## config.mk

```make
export PLATFORM = sky130hd
export DESIGN_NAME = mag_comp_seq
export DESIGN_NICKNAME = d
export VERILOG_FILES = /design/src/rtl/mag_comp_seq.sv
export SDC_FILE = /design/constraint.sdc
export NUM_CORES = 1
export LEC_CHECK = 0
export ABC_AREA = 1
export BUFFER_PORTS_ARGS = -buffer_cell sky130_fd_sc_hd__buf_2
export CORE_MARGIN = 5
export CORE_UTILIZATION = 45
export CTS_CLUSTER_DIAMETER = 60
export CTS_CLUSTER_SIZE = 30
export DETAILED_ROUTE_END_ITERATION = 16
export PLACE_DENSITY = 0.75
export SLEW_MARGIN = 20
export SYNTH_ARGS = -nofsm -noshare
export SYNTH_HDL_FRONTEND = slang
export SYNTH_SLANG_ARGS = --single-unit
export TNS_END_PERCENT = 5
```

## constraint.sdc

```tcl
create_clock -name clk -period 6.5 [get_ports clk]
set_clock_uncertainty 0.1 [all_clocks]
set_input_delay 1.3 -clock clk [delete_from_list [all_inputs] [get_ports clk]]
set_output_delay 1.3 -clock clk [all_outputs]
set_load 0.005 [all_outputs]
```

## src/rtl/mag_comp_seq.sv

```systemverilog
// Multi-cycle magnitude comparator: scans operands MSB-first, one chunk per enabled
// cycle, and stops at the first differing chunk. Supports unsigned and two's-complement operands.
//
// state | meaning
// IDLE  | waiting for start_cmp; result flags hold the last result
// CMP   | comparing chunk idx_q of the captured operands
// DONE  | done_cmp high for one enabled cycle
module mag_comp_seq #(
    parameter int DATA_WIDTH  = 64,
    parameter int CHUNK_WIDTH = 8
) (
    input  logic                  clk,
    input  logic                  rst,
    input  logic                  ce,
    input  logic                  start_cmp,
    input  logic                  signed_mode,
    input  logic [DATA_WIDTH-1:0] in0,
    input  logic [DATA_WIDTH-1:0] in1,
    output logic                  busy,
    output logic                  done_cmp,
    output logic                  are_equal,
    output logic                  in0_gt,
    output logic                  in0_lt
);

    localparam int NUM_CHUNKS = DATA_WIDTH / CHUNK_WIDTH;
    localparam int IDX_W      = (NUM_CHUNKS > 1) ? $clog2(NUM_CHUNKS) : 1;
    localparam logic [IDX_W-1:0]       IDX_TOP  = IDX_W'(NUM_CHUNKS - 1);
    localparam logic [CHUNK_WIDTH-1:0] MSB_MASK = CHUNK_WIDTH'(1) << (CHUNK_WIDTH - 1);

    typedef enum logic [1:0] {
        IDLE = 2'd0,
        CMP  = 2'd1,
        DONE = 2'd2
    } state_t;

    state_t                  state_q;
    logic [IDX_W-1:0]        idx_q;
    logic [IDX_W-1:0]        idx_d;
    logic [DATA_WIDTH-1:0]   a_q;
    logic [DATA_WIDTH-1:0]   b_q;
    logic                    sgn_q;
    logic                    busy_q;
    logic                    done_q;
    logic                    eq_q;
    logic                    gt_q;
    logic                    lt_q;

    logic [CHUNK_WIDTH-1:0]  chunk_a;
    logic [CHUNK_WIDTH-1:0]  chunk_b;
    logic                    gt_d;
    logic                    lt_d;
    logic                    last_chunk;

    always_comb begin
        chunk_a = '0;
        chunk_b = '0;
        for (int i = 0; i < NUM_CHUNKS; i++) begin
            if (idx_q == IDX_W'(i)) begin
                chunk_a = a_q[i*CHUNK_WIDTH +: CHUNK_WIDTH];
                chunk_b = b_q[i*CHUNK_WIDTH +: CHUNK_WIDTH];
            end
        end
        // Flipping the sign bit turns a signed top-chunk compare into an unsigned one
        if (sgn_q && (idx_q == IDX_TOP)) begin
            chunk_a = chunk_a ^ MSB_MASK;
            chunk_b = chunk_b ^ MSB_MASK;
        end
        gt_d       = (chunk_a > chunk_b);
        lt_d       = (chunk_a < chunk_b);
        last_chunk = (idx_q == '0);
        idx_d      = idx_q - 1'b1;
    end

    always_ff @(posedge clk) begin
        if (!rst) begin
            state_q <= IDLE;
            idx_q   <= IDX_TOP;
            a_q     <= '0;
            b_q     <= '0;
            sgn_q   <= 1'b0;
            busy_q  <= 1'b0;
            done_q  <= 1'b0;
            eq_q    <= 1'b0;
            gt_q    <= 1'b0;
            lt_q    <= 1'b0;
        end else if (ce) begin
            case (state_q)
                IDLE: begin
                    if (start_cmp) begin
                        a_q     <= in0;
                        b_q     <= in1;
                        sgn_q   <= signed_mode;
                        idx_q   <= IDX_TOP;
                        busy_q  <= 1'b1;
                        state_q <= CMP;
                    end
                end
                CMP: begin
                    if (gt_d || lt_d || last_chunk) begin
                        eq_q    <= ~(gt_d | lt_d);
                        gt_q    <= gt_d;
                        lt_q    <= lt_d;
                        done_q  <= 1'b1;
                        state_q <= DONE;
                    end else begin
                        idx_q <= idx_d;
                    end
                end
                DONE: begin
                    done_q  <= 1'b0;
                    busy_q  <= 1'b0;
                    state_q <= IDLE;
                end
                default: begin
                    done_q  <= 1'b0;
                    busy_q  <= 1'b0;
                    state_q <= IDLE;
                end
            endcase
        end
    end

    assign busy      = busy_q;
    assign done_cmp  = done_q;
    assign are_equal = eq_q;
    assign in0_gt    = gt_q;
    assign in0_lt    = lt_q;

endmodule

```

=== Word-level counts from Yosys, hierarchy flattened ===
Cells that the tools add are included.

* Memories: 0
* Register bits: 139
* Input port bits: 133
* Bits in latches: 0
* Output and inout port bits: 5
* Memory bits (read-only): 0
* RAM bits: 0
* Word-level logic and storage cells: 70

* Magnitude comparators: 2
* Shifts and indexed selects: 0
* Equality and inequality tests: 11
* Reductions and logical operators: 12
* Div/mod/pow operators: 0
* Add/sub/neg operators: 1
* Multipliers: 0
* Bitwise gates (word level): 6
* Multiplexer cells: 28

{| class="wikitable"
|+ Operators by type and width
! cell !! number
|-
| two-way mux 8 bit || 18
|-
| AND reduction 3 bit || 5
|-
| equality test 3 bit, second input constant || 4
|-
| > comparator 8 bit || 1
|-
| less-than comparator 8 bit || 1
|-
| equality test 3 x 2 -> 1 bit, second input constant || 2
|-
| two-way mux 3 bit || 2
|-
| != test 2 bit, second input constant || 3
|-
| one-hot mux 3 bit (2 select lines) || 1
|-
| NOT 1 bit || 5
|-
| two-way mux 2 bit || 2
|-
| one-hot mux 1 bit (2 select lines) || 2
|-
| one-hot mux 2 bit (2 select lines) || 1
|-
| AND reduction 4 bit || 1
|-
| equality test 3 x 1 -> 1 bit, second input constant || 1
|-
| zero test 3 bit || 1
|-
| subtractor 3 x 1 -> 3 bit, second input constant || 1
|-
| equality test 2 x 1 -> 1 bit, second input constant || 1
|-
| zero test 2 bit || 1
|-
| logical OR 1 bit || 2
|-
| two-way mux 1 bit || 2
|-
| nonzero test 2 bit || 1
|-
| logical AND 1 bit || 1
|-
| bitwise OR 1 bit || 1
|}

=== Logic depth before layout (Yosys ltp) ===
Gate-level depths: netlist of the first run.

* Word-level depth: 16
* Mapped depth: 26
* Depth with buffers taken out: 25

=== Worst setup path before layout of the first run ===
Ideal clock, no wire load.

* Kind: register -> register
* Start point: reg idx_q[0]
* End point: reg idx_q[1]
* Library setup time: 0.129 ns
* Data required time: 6.271 ns
* Stages on the path, launching flop included: 23
* Path slack: 3.672 ns
* Arrival time: 2.599 ns
* Cell sequence: dfxtp_1 inv_1 ha_1 inv_1 nor2_8 buf_4 nand3_1 nand3_1 o211ai_1 nand3_1 nand2_1 nand3_1 nand2_1 nand2_1 ha_1 nand2_1 nor2_1 nor3b_4 nand3_2 nand2_1 nand2_2 nand2_1 o211ai_1

* Longest elaborated chain between the ends: 16

{| class="wikitable"
|+ Ends and longest elaborated chain
! item !! RTL line !! text
|-
| from (decl) || 38 || <nowiki>logic [IDX_W-1:0] idx_q;</nowiki>
|-
| from (signal assigned) || 107 || <nowiki>idx_q <= idx_d;</nowiki>
|-
| zero test 3 bit || 59, 71 ||
|-
| two-way mux 8 bit (8 in a row) || 59 || <nowiki>if (idx_q == IDX_W'(i)) begin</nowiki>
|-
| NOT 1 bit (no source line) || - ||
|-
| two-way mux 8 bit || 65 || <nowiki>if (sgn_q && (idx_q == IDX_TOP)) begin</nowiki>
|-
| > comparator 8 bit or less-than comparator 8 bit (tied branches) || 69, 70 ||
|-
| logical OR 1 bit (2 in a row) || 100 || <nowiki>if (gt_d || lt_d || last_chunk) begin</nowiki>
|-
| != test 2 bit (no source line) || - ||
|-
| AND reduction 4 bit (no source line) || - ||
|}

Parallel ways exist; a longest one is shown, timed or not. The select of a mux whose other input is x is not followed.
A chain may end at the register's enable or synchronous reset.

=== Final worst setup path of the first run ===
* Start point: reg idx_q[0]
* End point: reg idx_q[0]

Same word-level chain as after synthesis.

==> impl_metrics.ini, run 1 <==
[status]
run_status = finished clean

[die]
die_w_um = 129.1
start_util_pct = 45.95
core_area_um2 = 13880
boundaryPins = 138
design.die.area_um2 = 16660
floorplan.die.height_um = 129.1
num_rows = 43

[synthesis]
netlist.top_cell.by_area = sky130_fd_sc_hd__dfxtp_1
number_of_enable_flip_flop_cells_after_synthesis = 0
syn-cell-area_um2 = 6379
netlist_top_cells_area = sky130_fd_sc_hd__dfxtp_1, sky130_fd_sc_hd__nor2_1, sky130_fd_sc_hd__o21ai_0
syn_area_per_cell_um2 = 6.903
synth_adder_area_share_pct = 2.550
post_synth_mux_area_share_pct = 0
synth_top_area_share_pct = 43.62
synth-xor-area-share_pct = 0.2746
synthArstFlopShare_pct = 0
postSynthRegisterBits = 139
dominant_combinational_cell_family_by_area_after_synthesis = simple AND/OR/NAND/NOR gates
synthFlopType = sky130_fd_sc_hd__dfxtp_1
ys_types = 35
ys_warn_count = 0
netlist_instances = 924
synth.net_count = 1070
synth_compound_area_share_pct = 14.18
yosys-top-cells-count = sky130_fd_sc_hd__nor2_1, sky130_fd_sc_hd__dfxtp_1, sky130_fd_sc_hd__o21ai_0
yosys.area_share.simple_pct = 33.41
yosysSeqAreaShare_pct = 43.62
post-synth-top-count-cell = sky130_fd_sc_hd__nor2_1

[sta]
timing.final.hold_violations = 0
setup-tns-final_ps = 0
tightestPinTransition_ps = 955.4
final.setup.worst_slack_ps = 2673
timing_max_transition_violations_final = 0
setup_viol_count_final = 0
max_freq_mhz = 261.3
period_minus_slack_ps = 3827
period_share_pct = 58.88
setup_repair_after_global_routing_missed_its_margin = no
slew_margin_rel_pct = 36.31

[grt]
grt_max_degree = 133
grt_remaining_overflow = 0
grt_pass1_wl_um = 27230
grt_pass1_vias = 5747
global_route.usage.total_pct = 20.61
grt_antenna_before_repair = 0

[clocking]
tritoncts_num_sinks = 139
cts.root.buffer_cell = sky130_fd_sc_hd__clkbuf_16
clkLatencyLatePin_ps = 420
post_cts.resized_instances = 0
tritoncts.num_buffers = 17
ctsHtreeMaxLevel = 4
cts_max_path_buffers = 2
holdBufCountCts = 0
clk_transition_reported_paths_ps = 60
tritoncts = built
cts_setup_buffers = 0

[layout]
drive_above_1_share_pct = 17.89
multiInputGateArea_um2 = 3223
nNetsFinal = 1171
final.fill_count = 1401
num_antenna_cells = 0
area_growth_pct = 19.38
regArea_um2 = 2783
utilization_pct = 54.86

[drt]
via_per_inst = 5.052
dr.first_iter.drc_count = 451
totalWireLength_um = 16890
ant_nets = 0
vias_after_detailed_routing = 6133
drt_first_pass_iters = 5
wl_per_cell_um = 13.91
drc_errors = 0

[place]
dp_hpwl_um = 11940
port-buffer-count = 137
gp_routability_congestion = 0.8299
preCtsSetupSlack_ps = 2821

[setup_path]
worst_ep_arrival_time_ps = 3990
setup.reg_to_reg.worst_slack_ps = 2670
rr_startpoint = idx_q[0]
worstSetupStartpointType = flop
worstPathRequired_ps = 6660
setup.worst_path.class = reg2reg
worstPathMaxFanout = 23
critPathLaunch = idx_q[0]
end_kind = flop

[power]
power_per_cell_area_nw_per_um2 = 291.3
p_leak_nw = 3.455
max-vdd-ir-drop_mv = 0.1861
finalPower_mw = 2.218

[hold_path]
hp-start = in0_gt
hold_path_class = reg2reg

[job]
timing.max_cap.violations = 0
metrics by stage:
stage | hold slack, ps | area (µm²) | instances
after floorplan | 347.2 | 6379 | 924
after global placement | 357.4 | 7036 | 1185
after detailed placement | 358.8 | 7036 | 1185
after CTS | 372.1 | 7595 | 1213
after global routing | 399.3 | 7615 | 1214
final | 371.1 | 7615 | 1214
placed cells by master (no fill, tap or decap):
master	n
sky130_fd_sc_hd__nor2_1	304
sky130_fd_sc_hd__a21boi_1	2
sky130_fd_sc_hd__nand2_1	127
sky130_fd_sc_hd__inv_2	2
sky130_fd_sc_hd__nor2_8	1
sky130_fd_sc_hd__nand2_4	1
sky130_fd_sc_hd__bufinv_16	2
sky130_fd_sc_hd__nand4_1	6
sky130_fd_sc_hd__clkinv_1	2
sky130_fd_sc_hd__o211ai_2	2
sky130_fd_sc_hd__inv_6	1
sky130_fd_sc_hd__clkbuf_1	5
sky130_fd_sc_hd__clkbuf_16	17
sky130_fd_sc_hd__or2_0	2
sky130_fd_sc_hd__nor3_1	1
sky130_fd_sc_hd__o21bai_1	2
sky130_fd_sc_hd__buf_4	3
sky130_fd_sc_hd__buf_2	137
sky130_fd_sc_hd__nor2_4	1
sky130_fd_sc_hd__xnor2_1	1
sky130_fd_sc_hd__o211ai_1	11
sky130_fd_sc_hd__clkinv_2	1
sky130_fd_sc_hd__clkbuf_8	4
sky130_fd_sc_hd__nand3_1	65
sky130_fd_sc_hd__dfxtp_1	139
sky130_fd_sc_hd__nor3b_4	1
sky130_fd_sc_hd__nand3_2	1
sky130_fd_sc_hd__or2_2	5
sky130_fd_sc_hd__o21ai_0	133
sky130_fd_sc_hd__a21oi_1	14
sky130_fd_sc_hd__inv_1	18
sky130_fd_sc_hd__ha_1	13
sky130_fd_sc_hd__buf_12	1
sky130_fd_sc_hd__nand2_2	2
sky130_fd_sc_hd__a21boi_0	3
sky130_fd_sc_hd__and2_2	1
sky130_fd_sc_hd__nand3_4	1
sky130_fd_sc_hd__xor2_1	1
sky130_fd_sc_hd__a21o_2	1
worst max-delay path: stages, from the launching register on:
cell and delay, ps:
sky130_fd_sc_hd__dfxtp_1 380, sky130_fd_sc_hd__inv_1 110, sky130_fd_sc_hd__ha_1 250, sky130_fd_sc_hd__nand2_1 570, sky130_fd_sc_hd__clkinv_1 480, sky130_fd_sc_hd__nand2_1 150
sky130_fd_sc_hd__nand2_1 60, sky130_fd_sc_hd__a21oi_1 130, sky130_fd_sc_hd__nor2_1 70, sky130_fd_sc_hd__ha_1 280, sky130_fd_sc_hd__nand2_1 60, sky130_fd_sc_hd__nor2_1 170
sky130_fd_sc_hd__nor3b_4 290, sky130_fd_sc_hd__nand3_2 110, sky130_fd_sc_hd__nand2_1 150, sky130_fd_sc_hd__nand2_2 110, sky130_fd_sc_hd__nand2_1 90, sky130_fd_sc_hd__o211ai_1 70
worst paths after layout:
kind	to	cells past startpoint
worst min-delay path	in0_gt	2
worst max register to register	idx_q[0]	17
worst max-delay path	idx_q[0]	17
worst min register to register	in0_gt	2
power breakdown:
part           switching (mW)  leakage [nW]  internal [mW]  total (mW)
logic                   0.203          2.04          0.131       0.333
clock network           0.331         0.272          0.597       0.928
registers              0.0378          1.14          0.919       0.957
total                   0.571          3.46           1.65        2.22
flip-flops by register name, indices dropped and copies added (netlist names):
name / cells
a_q: 64
are_equal: 1
b_q: 64
busy: 1
done_cmp: 1
idx_q: 3
in0_gt: 1
in0_lt: 1
sgn_q: 1
state_q: 2
area by class of cell:
class | count | area share [%]
Clock buffer | 26 | 6.556
Clock inverter | 2 | 0.7887
Inverter | 24 | 1.265
Multi-Input combinational cell | 702 | 42.33
Sequential cell | 139 | 36.54
Tap cell | 180 | 2.958
Timing Repair Buffer | 141 | 9.563
layer usage:
metal | wire (µm) | vias up | global-route usage [%]
li1 | - | 3195 | -
met1 | 7835 | 2754 | 27.49
met2 | 7783 | 154 | 32.80
met3 | 903 | 30 | 4.658
met4 | 364 | 0 | 7.659
met5 | 0 | - | 0
logic make-up after synthesis:
family | Yosys count
AND/OR/NAND/NOR | 519
AO/OA/AOI/OAI | 168
flip-flops | 139
buffers and inverters | 83
adder cells (fa/ha/maj) | 13
XOR/XNOR | 2
Note: power is estimated with default switching activity, not from simulation.
==> run 2: changes to the inputs <==
clock period = 3.7 ns   (was 6.5 ns; I/O delays follow)
==> run 2 against run 1 <==
  * Clock-buffer cell count shrank 4
  * Die area unchanged
  * Utilization increased by 1.2 points
  * Sequential share of layout area down 0.78 points
  * Via count up 0.82%
  * Non-clock buffer count up 9
  * Power up 88%
  * Clock power grew 100%
  * Global-route usage increased by 0.33 points
  * First-iteration DRC count grew 10%
  * Critical path type unchanged
  * Routed wire length increased by 1.9%
  * Critical path depth rose by 4
  * Critical endpoint is now in0_gt
==> impl_metrics.ini, run 2 (synthesis gave the netlist of run 1 again) <==
[setup_path]
rr_endpoint = in0_gt
worstPathRequired_ps = 3940
critPathCapture = in0_gt
worst_ep_arrival_time_ps = 3630
setup.worst_path.class = reg2reg
critPathLaunch = idx_q[0]
critical_path.top_delay_family = simple AND/OR/NAND/NOR gates
setup.reg_to_reg.worst_slack_ps = 310
crit_path_max_incr_delay_ps = 340
crit_chain = inv_1 -> ha_1 -> nand2_8 -> or2_2 -> nand3_1 -> nand3_1 -> nand2_1 -> nand3_1 -> a21boi_0 -> ha_1 -> nand2_1 -> inv_1 -> nand2_1 -> nand2_1 -> nand2_1 -> nand2_1 -> nand3_2 -> nand2_1 -> inv_1 -> nand3_1 -> a21oi_1
critical_path_cell_count = 21
worstPathMaxFanout = 32
worstSetupStartpointType = flop
cp_num_buf_inv = 3
rr_startpoint = idx_q[0]
critical_path.most_common_cell = sky130_fd_sc_hd__nand2_1
end_kind = flop
standard_cell_with_the_maximum_stage_delay_on_the_critical_path = sky130_fd_sc_hd__dfxtp_1
worst_case_reg_to_reg_path_depth = 21

[die]
die_w_um = 129.1
num_rows = 43
core_area_um2 = 13880
start_util_pct = 45.95
floorplan.die.height_um = 129.1
boundaryPins = 138
design.die.area_um2 = 16660

[sta]
setup-tns-final_ps = 0
setup_repair_after_global_routing_missed_its_margin = no
tightestPinTransition_ps = 936.3
timing.final.hold_violations = 0
hold_slack_ps = 365.4
period_minus_slack_ps = 3390
max_freq_mhz = 295.0
slew_margin_rel_pct = 37.58
setup_viol_count_final = 0
final.setup.worst_slack_ps = 310.0
timing_max_transition_violations_final = 0
period_share_pct = 91.62

[place]
dp_hpwl_um = 12300
preCtsSetupSlack_ps = 382.3
gp_routability_congestion = 0.8564
port-buffer-count = 137
numPlacedInstances = 1192

[power]
power.switching_fraction_pct = 25.73
internal_power_mw = 3.096
power.net_switching_mw = 1.072
power_per_cell_area_nw_per_um2 = 535.7
max-vdd-ir-drop_mv = 0.3654
fraction_of_power_consumed_by_the_clock_network_pct = 45.4
comb_power_share_pct = 14.1
p_leak_nw = 3.524
seq_power_share_pct = 40.5

[clocking]
ctsHtreeMaxLevel = 4
tritoncts = built
clk_transition_reported_paths_ps = 60
tritoncts.num_buffers = 17
cts_max_path_buffers = 2
holdBufCountCts = 0
clkLatencyLatePin_ps = 430
cts.root.buffer_cell = sky130_fd_sc_hd__clkbuf_16
tritoncts_num_sinks = 139

[hold_path]
hold_path_class = reg2reg

[grt]
grt_pass1_vias = 5828
grt_max_degree = 131
global_route.usage.total_pct = 20.93
grt_antenna_before_repair = 0
grt_remaining_overflow = 0
grt_pass1_wl_um = 27440

[drt]
ant_nets = 0
wl_per_cell_um = 14.02
via_per_inst = 5.039
drc_errors = 0
totalWireLength_um = 17210
vias_after_detailed_routing = 6183
dr.first_iter.drc_count = 497
drt_first_pass_iters = 5

[layout]
registers_with_the_most_flip_flops = a_q (64), b_q (64), idx_q (3)
post_layout_nonfiller_instances = 1227
num_antenna_cells = 0
drive_above_1_share_pct = 19.20
multiInputGateArea_um2 = 3232
layout_commonest_cell = sky130_fd_sc_hd__nor2_1
area_growth_pct = 21.99
nNetsFinal = 1180
most-common-layout-cells = sky130_fd_sc_hd__nor2_1, sky130_fd_sc_hd__dfxtp_1, sky130_fd_sc_hd__buf_2, sky130_fd_sc_hd__o21ai_0, sky130_fd_sc_hd__nand2_1
regArea_um2 = 2783
final.fill_count = 1308

[job]
timing.max_cap.violations = 0

[status]
run_status = finished clean
## run 2: cell type report
class / instances / area share, %
clock buffer: 22 / 6.094
inverter: 24 / 1.270
timing repair buffer: 150 / 10.03
multi-input combinational: 702 / 41.53
clock inverter: 10 / 2.412
sequential: 139 / 35.76
tap: 180 / 2.894
## run 2: worst min-delay path, delay by kind of cell (launching register included)
family / cells / cell delay, ps
flops: 1 / 310
simple gates: 1 / 60
compound gates: 1 / 50
## run 2: through the flow
stage               area (µm²)  power (mW)  utilization, %
floorplan                 6379       2.111               -
global placement          7088       2.287           51.06
detailed placement        7088       2.300           51.06
CTS                       7750       4.187           55.83
global route              7781       4.355           56.06
finish                    7781       4.168           56.06
## run 2: how the worst min path moves through the flow
stage	endpoint	from	slack, ps	depth (start not counted)
floorplan	a_q[56]	a_q[56]	350	2
global placement	done_cmp	done_cmp	350	2
detailed placement	done_cmp	done_cmp	360	2
CTS	done_cmp	done_cmp	370	2
global route	done_cmp	done_cmp	390	2
finish	done_cmp	done_cmp	370	2
## run 2: power by group through the flow
stage          clock network (mW)  registers [mW]  logic (mW)
6_report                     1.89            1.69       0.589
5_1_grt                      1.97            1.70       0.683
4_1_cts                      1.91            1.69       0.590
3_5_place_dp                    0            1.72       0.583
3_3_place_gp                    0            1.71       0.573
2_1_floorplan                   0            1.69       0.420
## run 2: per-layer routing
metal	up-vias	share of wire (%)	global-route usage [%]
met5	-	0	0
met3	25	6.2	4.946
met2	171	47	35.09
met1	2778	45	26.90
met4	0	1.7	6.362
li1	3209	-	-
## run 2: what timing repair did
item                       4_1_cts  5_1_grt
setup buffers                    0        3
resized for setup                0        3
setup endpoints to repair        0        5
==> run 3: changes to the inputs <==
PLACE_DENSITY = 0.78   (was 0.75)
==> run 3 against run 2 <==
  * Utilization is 1.3 points lower
  * Die area unchanged
  * Clock power is 21% lower
  * Register-to-register slack gained 130 ps
  * Design area shrank 2.2%
  * First-iteration DRC count decreased by 4.8%
  * Worst hold slack got worse by 1.1 ps
  * Critical path type unchanged
  * Worst setup slack improved by 130 ps
  * Routed wire length decreased by 2.4%
  * Global-route usage shrank 0.69 points
==> impl_metrics.ini, run 3 (synthesis gave the netlist of run 1 again) <==
[setup_path]
worstSetupStartpointType = flop
end_kind = flop
setup.worst_path.class = reg2reg
critical_path.top_delay_family = simple AND/OR/NAND/NOR gates
worstPathRequired_ps = 3870
critPathLaunch = idx_q[1]
crit_path_max_incr_delay_ps = 370
worst_ep_arrival_time_ps = 3430
critical_path.most_common_cell = sky130_fd_sc_hd__nand2_1
standard_cell_with_the_maximum_stage_delay_on_the_critical_path = sky130_fd_sc_hd__dfxtp_1
rr_endpoint = idx_q[0]
setup.reg_to_reg.worst_slack_ps = 440
worstPathMaxFanout = 18
crit_chain = inv_1 -> ha_1 -> inv_4 -> nor2_4 -> nand2_1 -> nand3_1 -> o211ai_1 -> nand3_1 -> nand2_1 -> nand3_1 -> nand2_1 -> nand2_1 -> ha_1 -> nand2_1 -> nor2_1 -> nor3b_4 -> nand3_2 -> nand2_1 -> nand2_2 -> nand2_1 -> o211ai_1
worst_case_reg_to_reg_path_depth = 21
cp_num_buf_inv = 2
rr_startpoint = idx_q[1]

[drt]
vias_after_detailed_routing = 6145
drc_errors = 0
via_per_inst = 5.053
wl_per_cell_um = 13.81
drt_first_pass_iters = 7
dr.first_iter.drc_count = 473
totalWireLength_um = 16790
ant_nets = 0

[clocking]
clkLatencyLatePin_ps = 420
ctsHtreeMaxLevel = 4
holdBufCountCts = 0
tritoncts.num_buffers = 17
tritoncts_num_sinks = 139
tritoncts = built
cts_max_path_buffers = 2
cts.root.buffer_cell = sky130_fd_sc_hd__clkbuf_16
clk_transition_reported_paths_ps = 50

[power]
power.net_switching_mw = 1.002
internal_power_mw = 2.776
comb_power_share_pct = 15.6
finalPower_mw = 3.777
fraction_of_power_consumed_by_the_clock_network_pct = 39.7
power_per_cell_area_nw_per_um2 = 496.5
max-vdd-ir-drop_mv = 0.2828
power.switching_fraction_pct = 26.52
seq_power_share_pct = 44.7
p_leak_nw = 3.454

[sta]
max_freq_mhz = 306.8
timing.final.hold_violations = 0
slew_margin_rel_pct = 37.15
timing_max_transition_violations_final = 0
period_share_pct = 88.09
final.setup.worst_slack_ps = 440.8
tightestPinTransition_ps = 942.8
setup-tns-final_ps = 0
period_minus_slack_ps = 3259
hold_slack_ps = 364.3
setup_repair_after_global_routing_missed_its_margin = no
setup_viol_count_final = 0

[job]
timing.max_cap.violations = 0

[layout]
registers_with_the_most_flip_flops = a_q (64), b_q (64), idx_q (3)
nNetsFinal = 1176
post_layout_nonfiller_instances = 1216
area_growth_pct = 19.26
final.fill_count = 1347
layout_commonest_cell = sky130_fd_sc_hd__nor2_1
drive_above_1_share_pct = 18.53
num_antenna_cells = 0
most-common-layout-cells = sky130_fd_sc_hd__nor2_1, sky130_fd_sc_hd__dfxtp_1, sky130_fd_sc_hd__buf_2, sky130_fd_sc_hd__o21ai_0, sky130_fd_sc_hd__nand2_1
design_area_um2 = 7607
utilization_pct = 54.80

[hold_path]
hp-start = done_cmp
worst_hold_path.num_cells = 2
hold_path_class = reg2reg
min_delay_worst_endpoint = done_cmp

[grt]
grt_remaining_overflow = 0
grt_max_degree = 131
grt_pass1_vias = 5848
grt_antenna_before_repair = 0
global_route.usage.total_pct = 20.25
grt_pass1_wl_um = 27010

[place]
placement.cell_area_um2 = 7086
gp_routability_congestion = 0.8961
preCtsSetupSlack_ps = 371.9
numPlacedInstances = 1190
dp_hpwl_um = 12210
port-buffer-count = 137

[die]
core_area_um2 = 13880
start_util_pct = 45.95
floorplan.die.height_um = 129.1
die_w_um = 129.1
num_rows = 43
design.die.area_um2 = 16660
boundaryPins = 138

[status]
run_status = finished clean
run 3: changes by cell type in the layout (fill, tap and decap cells not counted), sizes merged:
cell      previous run  this run
buf                149       145
bufinv               5         1
clkbuf              23        20
clkinvlp             2         0
clkinv               6         7
nor2               306       307
run 3: what timing repair did:
action                                  in CTS  in global routing
gates resized for setup                      0                  4
endpoints found under the setup margin       0                  1
buffers inserted                             0                  0
endpoints found under the hold margin        0                  0
run 3: power groups by stage:
| stage | clock (mW) | combinational (mW) | sequential (mW) |
|---|---|---|---|
| 6_report | 1.50 | 0.588 | 1.69 |
| 5_1_grt | 1.58 | 0.686 | 1.70 |
| 4_1_cts | 1.51 | 0.590 | 1.69 |
| 3_5_place_dp | 0 | 0.585 | 1.72 |
| 3_3_place_gp | 0 | 0.569 | 1.72 |
| 2_1_floorplan | 0 | 0.420 | 1.69 |
run 3: worst min-delay path, stage by stage, from the launching register on:
cell and delay (ps):
sky130_fd_sc_hd__dfxtp_1 310, sky130_fd_sc_hd__nand2_1 60, sky130_fd_sc_hd__a21oi_1 50
run 3: metal layers:
layer  track usage [%]  wire length [µm]
met4             6.980               303
met1             26.80              7815
met2             32.87              7691
met3             4.411               978
met5                 0                 0
run 3: final cells by class:
class                      count  area, µm²  area share [%]
multi-input combinational    703       3234           42.52
timing repair buffer         145      758.2           9.967
sequential                   139       2784           36.60
tap                          180      225.2           2.961
inverter                      24      98.84           1.299
clock inverter                 5      50.05          0.6579
clock buffer                  20      456.7           6.003
run 3: worst max-delay path by stage:
stage | end | slack (ps) | depth (start not counted)
2_1_floorplan | idx_q[1] | 870 | 22
4_1_cts | idx_q[0] | 350 | 19
5_1_grt | in0_lt | 80 | 22
3_5_place_dp | idx_q[0] | 370 | 19
6_report | idx_q[0] | 440 | 21
3_3_place_gp | idx_q[0] | 480 | 21
